**config.mk**
```make
export PLATFORM = sky130hd
export DESIGN_NAME = mux_scan_seq_flat
export DESIGN_NICKNAME = d
export VERILOG_FILES = /design/src/rtl/mux_scan_seq_if.sv /design/src/rtl/mux_scan_seq.sv /design/src/flat_wrapper.sv
export SDC_FILE = /design/constraint.sdc
export NUM_CORES = 1
export LEC_CHECK = 0
export CORE_UTILIZATION = 47
export DETAILED_ROUTE_END_ITERATION = 10
export MAX_ROUTING_LAYER = met4
export PLACE_DENSITY_LB_ADDON = 0.2
export SLEW_MARGIN = 20
export SYNTH_ARGS = -nofsm -noshare
export SYNTH_HDL_FRONTEND = slang
export SYNTH_SLANG_ARGS = --single-unit
export TNS_END_PERCENT = 1
```
**constraint.sdc**
```tcl
create_clock -name clk -period 2.3 [get_ports clk]
set_input_delay 0.23 -clock clk [delete_from_list [all_inputs] [get_ports clk]]
set_output_delay 0.23 -clock clk [all_outputs]
set_load 0.05 [all_outputs]
```
**src/rtl/mux_scan_seq_if.sv**
```systemverilog
// Channel bank / consumer bundle for mux_scan_seq.
// Latency: none, wires only.
// Backpressure: none; out_valid qualifies out/out_ch for a single cycle.
// Ports: master drives in_bus/sel/mode/ch_en/start and observes the results;
//        slave is the multiplexer side (out, out_ch, out_valid, busy, sweep_done).
interface mux_scan_seq_if #(
    parameter int N_CH   = 16,
    parameter int DATA_W = 1,
    parameter int SEL_W  = 4
);
    logic [N_CH*DATA_W-1:0] in_bus;
    logic [SEL_W-1:0]       sel;
    logic                   mode;
    logic [N_CH-1:0]        ch_en;
    logic                   start;
    logic [DATA_W-1:0]      out;
    logic [SEL_W-1:0]       out_ch;
    logic                   out_valid;
    logic                   busy;
    logic                   sweep_done;

    modport master (
        output in_bus, sel, mode, ch_en, start,
        input  out, out_ch, out_valid, busy, sweep_done
    );

    modport slave (
        input  in_bus, sel, mode, ch_en, start,
        output out, out_ch, out_valid, busy, sweep_done
    );
endinterface

```
**src/rtl/mux_scan_seq.sv**
```systemverilog
// N_CH x DATA_W channel multiplexer: manual registered select or masked scan sweep.
// Latency: 1 cycle in manual mode; first scan result DWELL cycles after the start edge.
// Backpressure: none; the consumer must take each out_valid beat as it comes.
// Ports: clk, rst (sync, active-high), bus (mux_scan_seq_if.slave).
// Optional build macro MUX_SCAN_CONT_EN: continuous scanning, wrapping to the lowest
// enabled channel after the last one instead of ending the sweep.
module mux_scan_seq #(
    parameter int N_CH   = 16,
    parameter int DATA_W = 1,
    parameter int SEL_W  = 4,
    parameter int DWELL  = 1
) (
    input logic         clk,
    input logic         rst,
    mux_scan_seq_if.slave bus
);
    localparam int DW_W = (DWELL > 1) ? $clog2(DWELL) : 1;

    typedef enum logic [1:0] {IDLE, SCAN, DONE} state_t;

    state_t            state_q, state_n;
    logic [N_CH-1:0]   mask_q, mask_n;
    logic [SEL_W-1:0]  cur_ch_q, cur_ch_n;
    logic [DW_W-1:0]   dwell_q, dwell_n;
    logic [DATA_W-1:0] out_q, out_n;
    logic [SEL_W-1:0]  out_ch_q, out_ch_n;
    logic              valid_q, valid_n;
    logic              busy_q, busy_n;
    logic              done_q, done_n;
    logic [SEL_W:0]    fs;
`ifdef MUX_SCAN_CONT_EN
    // Set when the end-of-sweep pulse already went out at the wrap point, so
    // the trailing DONE state must stay quiet.
    logic              wrapped_q, wrapped_n;
    logic [SEL_W:0]    fw;
`endif

    // Channel slice by index; out-of-range indices read as zero.
    function automatic logic [DATA_W-1:0] slice(input logic [N_CH*DATA_W-1:0] b,
                                                input logic [SEL_W-1:0] idx);
        slice = '0;
        for (int k = 0; k < N_CH; k++)
            if (int'(idx) == k) slice = b[k*DATA_W +: DATA_W];
    endfunction

    // Lowest set mask bit at or above 'from'; MSB of the result flags found.
    function automatic logic [SEL_W:0] first_set(input logic [N_CH-1:0] m, input int from);
        first_set = '0;
        for (int k = N_CH - 1; k >= 0; k--)
            if (m[k] && k >= from) first_set = {1'b1, SEL_W'(k)};
    endfunction

    always_comb begin
        state_n  = state_q;
        mask_n   = mask_q;
        cur_ch_n = cur_ch_q;
        dwell_n  = dwell_q;
        out_n    = out_q;
        out_ch_n = out_ch_q;
        valid_n  = 1'b0;
        busy_n   = busy_q;
        done_n   = 1'b0;
        fs       = '0;
`ifdef MUX_SCAN_CONT_EN
        wrapped_n = wrapped_q;
        fw        = '0;
`endif
        unique case (state_q)
            IDLE: begin
                busy_n = 1'b0;
                if (!bus.mode) begin
                    out_ch_n = bus.sel;
                    out_n    = slice(bus.in_bus, bus.sel);
                    valid_n  = (int'(bus.sel) < N_CH);
                end else if (bus.start) begin
                    mask_n  = bus.ch_en;
                    dwell_n = '0;
                    fs      = first_set(bus.ch_en, 0);
                    if (fs[SEL_W]) begin
                        state_n  = SCAN;
                        cur_ch_n = fs[SEL_W-1:0];
                        busy_n   = 1'b1;
                    end else begin
                        state_n = DONE;
                    end
                end
            end
            SCAN: begin
                if (int'(dwell_q) != DWELL - 1) begin
                    dwell_n = dwell_q + 1'b1;
                end else begin
                    dwell_n  = '0;
                    out_n    = slice(bus.in_bus, cur_ch_q);
                    out_ch_n = cur_ch_q;
                    valid_n  = 1'b1;
                    fs       = first_set(mask_q, int'(cur_ch_q) + 1);
                    if (fs[SEL_W]) begin
                        cur_ch_n = fs[SEL_W-1:0];
                    end else begin
`ifdef MUX_SCAN_CONT_EN
                        // End of a pass: report it now and re-sample mode/mask.
                        done_n = 1'b1;
                        fw     = first_set(bus.ch_en, 0);
                        if (bus.mode && fw[SEL_W]) begin
                            mask_n   = bus.ch_en;
                            cur_ch_n = fw[SEL_W-1:0];
                        end else begin
                            state_n   = DONE;
                            wrapped_n = 1'b1;
                        end
`else
                        state_n = DONE;
`endif
                    end
                end
            end
            DONE: begin
                state_n = IDLE;
                busy_n  = 1'b0;
`ifdef MUX_SCAN_CONT_EN
                done_n    = !wrapped_q;
                wrapped_n = 1'b0;
`else
                done_n  = 1'b1;
`endif
            end
            default: state_n = IDLE;
        endcase
    end

    always_ff @(posedge clk) begin
        if (rst) begin
            state_q  <= IDLE;
            mask_q   <= '0;
            cur_ch_q <= '0;
            dwell_q  <= '0;
            out_q    <= '0;
            out_ch_q <= '0;
            valid_q  <= 1'b0;
            busy_q   <= 1'b0;
            done_q   <= 1'b0;
`ifdef MUX_SCAN_CONT_EN
            wrapped_q <= 1'b0;
`endif
        end else begin
            state_q  <= state_n;
            mask_q   <= mask_n;
            cur_ch_q <= cur_ch_n;
            dwell_q  <= dwell_n;
            out_q    <= out_n;
            out_ch_q <= out_ch_n;
            valid_q  <= valid_n;
            busy_q   <= busy_n;
            done_q   <= done_n;
`ifdef MUX_SCAN_CONT_EN
            wrapped_q <= wrapped_n;
`endif
        end
    end

    assign bus.out        = out_q;
    assign bus.out_ch     = out_ch_q;
    assign bus.out_valid  = valid_q;
    assign bus.busy       = busy_q;
    assign bus.sweep_done = done_q;
endmodule
```
**src/flat_wrapper.sv**
```systemverilog
// flat-port wrapper written by rule: the top's interface ports become plain ports
module mux_scan_seq_flat 
#(
    parameter int N_CH   = 16,
    parameter int DATA_W = 1,
    parameter int SEL_W  = 4,
    parameter int DWELL  = 1
)
  (clk, rst, bus_in_bus, bus_sel, bus_mode, bus_ch_en, bus_start, bus_out, bus_out_ch, bus_out_valid, bus_busy, bus_sweep_done);
  mux_scan_seq_if #(.N_CH(N_CH), .DATA_W(DATA_W), .SEL_W(SEL_W)) bus_i ();
  input logic clk;
  input logic rst;
  input wire logic [$bits(bus_i.in_bus)-1:0] bus_in_bus;
  input wire logic [$bits(bus_i.sel)-1:0] bus_sel;
  input wire logic [$bits(bus_i.mode)-1:0] bus_mode;
  input wire logic [$bits(bus_i.ch_en)-1:0] bus_ch_en;
  input wire logic [$bits(bus_i.start)-1:0] bus_start;
  output wire logic [$bits(bus_i.out)-1:0] bus_out;
  output wire logic [$bits(bus_i.out_ch)-1:0] bus_out_ch;
  output wire logic [$bits(bus_i.out_valid)-1:0] bus_out_valid;
  output wire logic [$bits(bus_i.busy)-1:0] bus_busy;
  output wire logic [$bits(bus_i.sweep_done)-1:0] bus_sweep_done;
  assign bus_i.in_bus = bus_in_bus;
  assign bus_i.sel = bus_sel;
  assign bus_i.mode = bus_mode;
  assign bus_i.ch_en = bus_ch_en;
  assign bus_i.start = bus_start;
  assign bus_out = bus_i.out;
  assign bus_out_ch = bus_i.out_ch;
  assign bus_out_valid = bus_i.out_valid;
  assign bus_busy = bus_i.busy;
  assign bus_sweep_done = bus_i.sweep_done;
  mux_scan_seq #(.N_CH(N_CH), .DATA_W(DATA_W), .SEL_W(SEL_W), .DWELL(DWELL)) u_core (.clk(clk), .rst(rst), .bus(bus_i));
endmodule
```
# Word level (Yosys, flattened, before mapping)
# Cells that the tools add are included.
# Widths: inputs -> output; s select.
# word_totals
in_bits,40
out_inout_bits,8
elab_cells,191
regBits,31
# classes
reduce_logical,26
muxes,99
addsub,2
magnitude_cmp,16
eq_ne,39
# op_table
operator,n
$ge 5x32->1 const A,8
$mux 5,37
$ge 4x32->1 const A,4
$eq 4x4->1 const B,16
$ge 3x32->1 const A,2
$mux 1,43
$eq 4x3->1 const B,8
$ge 1x32->1 const A,1
$ge 2x32->1 const A,1
$mux 4,7
$eq 4x2->1 const B,4
$logic_and 1x1->1,16
$pmux 4 s2,2
$mux 2,5
$ne 2x2->1 const B,5
$reduce_and 3->1,3
$eq 4x1->1 const B,2
$logic_not 4->1,2
$pmux 1 s2,4
$reduce_and 6->1,1
$add 4x1->5 const B,1
$ne 2x1->1 const B,2
$pmux 2 s2,1
$reduce_and 4->1,1
5 further kinds,6

# Longest topological paths before layout
# logic_depth
word_depth,24
mapped_depth,11
depth_no_buf,9

# Least setup slack after synthesis
# Ideal clock, no wire load.
# synth_path
kind,reg-to-reg
start,reg u_core.cur_ch_q[0]
end,reg u_core.cur_ch_q[0]
setup_ns,0.086
period_less_slack_ns,2.406
slack_ns,-0.106
path_stages_with_launch,11
path_buffers,1
required_time_ns,2.214
arrival_time_ns,2.320
path_cell_list,dfxtp_1 buf_6 inv_1 ha_1 inv_1 a211o_1 a32o_2 nor4_4 a31o_2 a21oi_1 a221oi_2
# synth_via
elab_chain_cells,24
word_cells_on_any_way,56
classes_between,add/sub (1); order compare (16); eq/ne (1); mux (21); reduce/logical (17)
# synth_lines
item,line_no,rtl
start: declaration,mux_scan_seq.sv:23,"logic [SEL_W-1:0] cur_ch_q, cur_ch_n;"
start signal: assignment,mux_scan_seq.sv:148,cur_ch_q <= cur_ch_n;
$add 4x1->5 (*),mux_scan_seq.sv:96,"fs = first_set(mask_q, int'(cur_ch_q) + 1);"
$ge 5x32->1,mux_scan_seq.sv:50,"if (m[k] && k >= from) first_set = {1'b1, SEL_W'(k)};"
$logic_and 1x1->1,mux_scan_seq.sv:50,
$mux 5 (15 in a row),mux_scan_seq.sv:50,
$mux 5 (*),mux_scan_seq.sv:50,
$mux 5 (*),mux_scan_seq.sv:89,if (int'(dwell_q) != DWELL - 1) begin
$mux 5 (*),mux_scan_seq.sv:68,unique case (state_q)
$mux 4,mux_scan_seq.sv:97,if (fs[SEL_W]) begin
$mux 4,mux_scan_seq.sv:89,
$pmux 4 s2,mux_scan_seq.sv:68,
# Every way passes the cells marked *; elsewhere a longest branch is shown, timed or not. The select of a mux whose other input is x is not followed.
# A chain may end at the register's enable or synchronous reset.

# Final worst setup path
# layout_path
start,reg u_core.cur_ch_q[2]
end,reg u_core.state_q[1]
# layout_via
elab_chain_cells,23
word_cells_on_any_way,53
classes_between,add/sub (1); order compare (16); eq/ne (1); mux (18); reduce/logical (17)
# layout_lines
item,line_no,rtl
$add 4x1->5 (*),mux_scan_seq.sv:96,
$ge 5x32->1,mux_scan_seq.sv:50,
$logic_and 1x1->1,mux_scan_seq.sv:50,
$mux 5 (15 in a row),mux_scan_seq.sv:50,
$mux 5 (*),mux_scan_seq.sv:50,
$mux 5 (*),mux_scan_seq.sv:89,
$mux 5 (*),mux_scan_seq.sv:68,
$ne 2x2->1 (no line) (*),--,
$reduce_and 4->1 (no line) (*),--,
end signal: assignment,mux_scan_seq.sv:146,state_q <= state_n;
end: declaration,mux_scan_seq.sv:21,"state_t state_q, state_n;"
# Marks and branches as above.

==> reports/qor.csv <==
stage,metric,value,unit
run_status,status,"complete, but fails checks",
run_status,violations,setup timing,
global_route,grtUsageTotal,29.5,%
timing,grt_setup_unrepaired,yes,
die,ioPinCount,48,
timing,slew_headroom,65.1,%
power,fin_total_pwr,2.10,mW
yosys,synth_seq_cells,30,
power,p_leak,1.32,nW
die,die_h,72.3,um
die,initial_core_util,48.9,%
cts,cts.path.max_buffers,2,
layout,areaGrowthSynthToFinish,51.1,%
worst_setup_path,arrival,2550,ps
cts,htreeDepth,2,
cts,cts_sinks,30,
detailed_routing,drt_first_pass_iters,5,
layout,diodes,0,
cts,cts_tree,done,
detailed_routing,wl_per_cell,15.8,um
yosys,synthCells,298,
detailed_routing,routed-via-count,2671,
placed_design,gp_congestion,0.885,
worst_setup_path,cp.required,2510,ps
yosys,netlist.area_leader.share,25.8,%
placed_design,dp_hpwl,5580,um
power,peakVddDrop,0.000477,V
hold_path,min_path_type,reg -> reg,
cts,numCtsBuffers,5,
cts,clk_pin_slew,70,ps
die,dieArea,5230,sq um
yosys,syn_area,2320,sq um
timing,fin_skew,10.6,ps
layout,fin_cells,464,
yosys,async_flop_share,0,%
global_route,grt_pass1_wl,11500,um
timing,tightest_slew,523,ps
timing,setup_ws,-40.6,ps
worst_setup_path,crit_fanout,7,
timing,fin_crit_sh,102,%
layout,final_cell_area,3510,sq um
placed_design,port_buffers,47,
detailed_routing,remaining_drc_errors,0,
layout,multi_input_area,1710,sq um
worst_setup_path,worstSetupStartpointType,flip-flop,
timing,slew_viol_final,0,
detailed_routing,finalWirelength,7330,um
global_route,overflow,0,
placed_design,dpl-instance-area,3200,sq um
cts,insertion_delay,280,ps
placed_design,dp_cells,448,
yosys,synth.area.top_cells,"dfxtp_1 (26%), nand2_1 (9.5%), a21oi_1 (6.0%), mux4_2 (4.8%), nor2_1 (4.4%)",
cts,root_buffer,clkbuf_8,
yosys,synth.avg_cell_area,7.80,sq um
yosys,synthFlopType,dfxtp_1,
layout,drive_gt1_share,29.0,%
global_route,antenna_found_initial,0,
yosys,synth-edff-count,0,
layout,fin_nets,442,
flow_run,drv_cap,0,
timing,max_freq,0.427,GHz
die,coreArea,4750,sq um
layout,nFillCells,396,
timing,period_needed,2340,ps
yosys,yosysSeqAreaShare,25.8,%
global_route,grt_pass1_vias,2506,
detailed_routing,ant_nets,0,
timing,hold_viol_final,0,
global_route,grt_max_degree,21,
yosys,synthesis.nets,344,
timing,setup_viol,2,
die,num_rows,25,
power,power.density,597,nW/um^2
worst_setup_path,endpoint_kind,flip-flop,
detailed_routing,drt-initial-drc-count,177,
yosys,synth_top_area_cell,dfxtp_1,
detailed_routing,viasPerCell,5.76,
layout,seq_area,611,sq um
worst_setup_path,timing_worst_setup_path_type,reg -> reg,
yosys,synth_warnings,0,
yosys,synth_cell_type_count,63,
die,die_x,72.3,um
-- cells in the final DEF (no fill, tap or decap), types with 3 or more instances in the layout --
| cell | Yosys | layout |
|---|---|---|
| clkbuf_8 | 0 | 6 |
| inv_1 | 10 | 7 |
| a311oi_1 | 6 | 6 |
| a21oi_1 | 28 | 28 |
| nor4_1 | 4 | 4 |
| nand4_1 | 4 | 4 |
| or3_1 | 3 | 3 |
| a22oi_1 | 4 | 4 |
| buf_6 | 3 | 5 |
| nand3_1 | 6 | 6 |
| mux4_2 | 5 | 5 |
| ha_4 | 0 | 3 |
| a31oi_1 | 5 | 4 |
| and2_1 | 3 | 3 |
| o31ai_1 | 6 | 4 |
| nor3_2 | 1 | 4 |
| nand2_1 | 59 | 59 |
| a32oi_1 | 3 | 3 |
| dfxtp_1 | 30 | 26 |
| nor2b_1 | 7 | 7 |
| clkdlybuf4s50_1 | 0 | 47 |
| buf_4 | 1 | 58 |
| nor2_1 | 27 | 27 |
| o21ai_0 | 5 | 5 |
| a211oi_1 | 3 | 3 |
-- flip-flops by register name, indices dropped and copies added, names as in the netlist --
register               flops
u_core.cur_ch_q            4
u_core.bus.out_valid       1
u_core.bus.sweep_done      1
u_core.bus.busy            1
u_core.state_q             2
u_core.mask_q             16
u_core.bus.out             1
u_core.bus.out_ch          4
-- cell type report --
| cell class | instances | area share, % |
|---|---|---|
| multi-input combinational | 238 | 48.7 |
| timing repair buffer | 110 | 27.4 |
| sequential | 30 | 17.4 |
| tap | 67 | 2.39 |
| clock buffer | 6 | 2.35 |
| inverter | 11 | 1.42 |
| clock inverter | 2 | 0.356 |
-- stage by stage --
stage | setup slack (ps) | hold slack [ps] | TNS (ps) | utilization (%)
4_1_cts | -2.73 | 470 | -2.73 | 71.2
6_report | -40.6 | 469 | -62.8 | 73.9
5_1_grt | -116 | 495 | -240 | 73.9
2_1_floorplan | 11.4 | 313 | 0 | -
3_5_place_dp | -94.2 | 461 | -403 | 67.4
3_3_place_gp | -97.8 | 449 | -338 | 67.4
-- power by group --
part	internal [mW]	switching, mW
registers	0.570	0.0643
logic	0.500	0.519
clock network	0.240	0.205
total	1.31	0.788
-- cells in the mapped netlist (all sizes together) (2+ instances only) --
library cell	count
nand2	59
o31ai	6
a311oi	6
nand2b	3
nand3b	2
o21ai	5
a21oi	28
xnor2	3
o31a	2
or3	3
o211ai	3
o21a	2
nand3	7
a22oi	4
o311ai	3
a221oi	3
nor3b	2
dfxtp	30
ha	6
inv	10
clkbuf	10
nor2	27
a32oi	3
mux4	5
nand4	4
and3	2
buf	9
a31oi	5
nor2b	7
nor3	6
a211oi	5
and2	3
o21bai	2
nor4	5
-- layer usage --
| layer | share of wire (%) | wire length (um) | vias up | GRT usage [%] |
|---|---|---|---|---|
| li1 | - | - | 1299 | - |
| met3 | 5.8 | 423 | 16 | 3.61 |
| met4 | 1.9 | 140 | 0 | 10.2 |
| met2 | 49 | 3600 | 114 | 49.9 |
| met5 | 0 | 0 | - | - |
| met1 | 43 | 3170 | 1242 | 36.2 |
-- logic make-up after synthesis --
kind of cell / after synthesis / synth area share (%)
compound gates: 90 / 29.3
xor+xnor: 3 / 1.94
fa+ha+maj: 6 / 3.23
buf+inv: 30 / 6.19
flops: 30 / 25.8
mux: 6 / 5.33
simple gates: 133 / 28.2
-- what timing repair did --
item	CTS	global route
gates resized for setup	12	21
hold buffers	0	0
pin swaps	5	11
setup endpoints to repair	5	5
buffers inserted	4	4
-- final timing paths --
| path | cells past startpoint | from | slack (ps) | to |
|---|---|---|---|---|
| min reg2reg | 2 | u_core.mask_q[12] | 470 | u_core.mask_q[12] |
| min | 2 | u_core.mask_q[12] | 470 | u_core.mask_q[12] |
| max reg2reg | 9 | u_core.cur_ch_q[2] | -40 | u_core.state_q[1] |
| max | 9 | u_core.cur_ch_q[2] | -40 | u_core.state_q[1] |
-- critical path, cell delays in order (launching register included) --
cell      delay, ps
dfxtp_2         490
buf_4           220
nand4b_2        170
xnor2_1         180
a32o_2          260
nor4_4          400
buf_4           180
nand4_1         110
o31a_1          150
nor3_2          100
Note: power is estimated with default switching activity, not from simulation.
==> patch: new RTL, same settings <==
Re-encode `state_t` (3 states) as one-hot, 3 bits wide.
--- a/src/rtl/mux_scan_seq.sv
+++ b/src/rtl/mux_scan_seq.sv
@@ -18,3 +18,3 @@
 
-    typedef enum logic [1:0] {IDLE, SCAN, DONE} state_t;
+    typedef enum logic [2:0] {IDLE = 3'b001, SCAN = 3'b010, DONE = 3'b100} state_t;
 
Function: same outputs for any inputs over 4 cycles, from zero or initial values and one cycle with rst high; so few cycles prove little.
==> patch against the original RTL <==
The run still ends with setup timing left. Sequential share of layout area up 0.72 points. Total power fell by 21%. Wire length increased by 0.82%. Sequential cell count grew 1. Clock skew shrank 0.0067 ns. Area after synthesis grew 4.7%. Non-clock buffer count down 13. Cell area is 1.0% lower. Critical path depth grew 1. Combinational power shrank 46%. Highest routed layer unchanged. Worst setup slack improved by 0.022 ns.
==> patch: results (changes against the original RTL) <==
Dpl cell area = 0.00327 mm² (was 0.00320 mm²)
Run status = complete, but fails checks (unchanged)
Largest stage delay, worst path = 0.39 ns (was 0.49 ns)
Fillers = 413 (was 396)
Layout cells sized above 1 = 0.223 (was 0.290)
Cell family with most CP delay = compound AO/OA/AOI/OAI gates (was simple AND/OR/NAND/NOR gates)
Synth cell types = 57 (was 63)
# nets final = 463 (was 442)
IO buf count = 47 (unchanged)
Inverters = 13 (was 11)
Number of global-route vias before repair = 2642 (was 2506)
Power Dens Cells = 478 mW/mm² (was 597 mW/mm²)
Initial detailed-routing violation count = 182 (was 177)
Synth top area cells = dfxtp_1 26%, nand2_1 8.8%, a21oi_1 8.4% (was dfxtp_1 26%, nand2_1 9.5%, a21oi_1 6.0%)
First-pass GRT wire length = 12100 µm (was 11500 µm)
Area of the multi-input gates = 0.00176 mm² (was 0.00171 mm²)
Synth Net Count = 381 (was 344)
Final worst slack = -0.0190 ns (was -0.0406 ns)
Critical path's slowest cell = or3_4 (was dfxtp_2)
Post_cts resized = 11 (was 12)
Largest net degree at the start of global routing = 18 (was 21)
Buffering overhead = 0.244 (was 0.274)
WL met2 = 3480 µm (was 3600 µm)
Routed WL = 7390 µm (was 7330 µm)
Peak VDD IR = 0.000362 V (was 0.000477 V)
Max_slew headroom = 0.539 (was 0.651)
Final setup vio count = 1 (was 2)
Leakage = 1.34 nW (was 1.32 nW)
Fraction of area in registers = 0.181 (was 0.174)
Final HPWL from detailed placement = 5540 µm (was 5580 µm)
Area share of the largest cell type after synthesis = 0.255 (was 0.258)
Synth Register Bits = 31 (was 30)
#MultiIn Comb = 269 (was 238)
Post-synthesis sequential area ratio = 0.255 (was 0.258)
Max Clock Skew = 0.00393 ns (was 0.0106 ns)
Pre-antenna DRT Iters = 4 (was 5)
RD Place Congestion = 0.950 (was 0.885)
Count of plain and timing-repair buffers = 97 (was 110)
Synth cell count leaders = 57 x nand2_1, 41 x a21oi_1, 31 x dfxtp_1, 29 x nor2_1, 17 x o21ai_0 (was 59 x nand2_1, 30 x dfxtp_1, 28 x a21oi_1, 27 x nor2_1)
Clock Network Area Fraction = 0.0295 (was 0.0271)
Failing checks = setup timing (unchanged)
## patch: through the flow
step,hold slack [ns],setup slack [ns],std cells,utilization
floorplan,0.366,-0.0102,335,-
global placement,0.442,-0.0460,477,0.675
detailed placement,0.453,-0.124,477,0.675
CTS,0.462,0.00186,484,0.705
global route,0.493,-0.128,484,0.717
finish,0.458,-0.0190,484,0.717
## patch: kinds of logic (layout without fill, tap and decap cells)
| logic type | count (synthesis) | count (layout) | share of synthesized area |
|---|---|---|---|
| simple gates | 148 | 148 | 0.298 |
| buf+inv | 35 | 117 | 0.0674 |
| fa+ha+maj | 6 | 6 | 0.0308 |
| compound gates | 108 | 108 | 0.295 |
| xor+xnor | 1 | 1 | 0.00360 |
| flops | 31 | 31 | 0.255 |
| mux | 6 | 6 | 0.0504 |
## patch: final timing paths
check / from / end / depth (start not counted)
worst max-delay path: u_core.cur_ch_q[0]$_SDFFE_PP0P_ / u_core.cur_ch_q[0]$_SDFFE_PP0P_ / 10
worst min-delay path: u_core.mask_q[1]$_SDFFE_PP0P_ / u_core.mask_q[1]$_SDFFE_PP0P_ / 2
worst max register to register: u_core.cur_ch_q[0]$_SDFFE_PP0P_ / u_core.cur_ch_q[0]$_SDFFE_PP0P_ / 10
worst min register to register: u_core.mask_q[1]$_SDFFE_PP0P_ / u_core.mask_q[1]$_SDFFE_PP0P_ / 2
## patch: power by group
group,leakage [nW],switching [W],internal [W]
clock,0.0513,0.000193,0.000317
combinational,1.04,0.000277,0.000273
sequential,0.256,0.0000340,0.000568
total,1.34,0.000503,0.00116
## patch: per-layer routing
| layer | global-route usage | up-vias |
|---|---|---|
| li1 | - | 1378 |
| met1 | 0.384 | 1293 |
| met2 | 0.461 | 107 |
| met3 | 0.0407 | 19 |
| met4 | 0.109 | 0 |
| met5 | - | - |
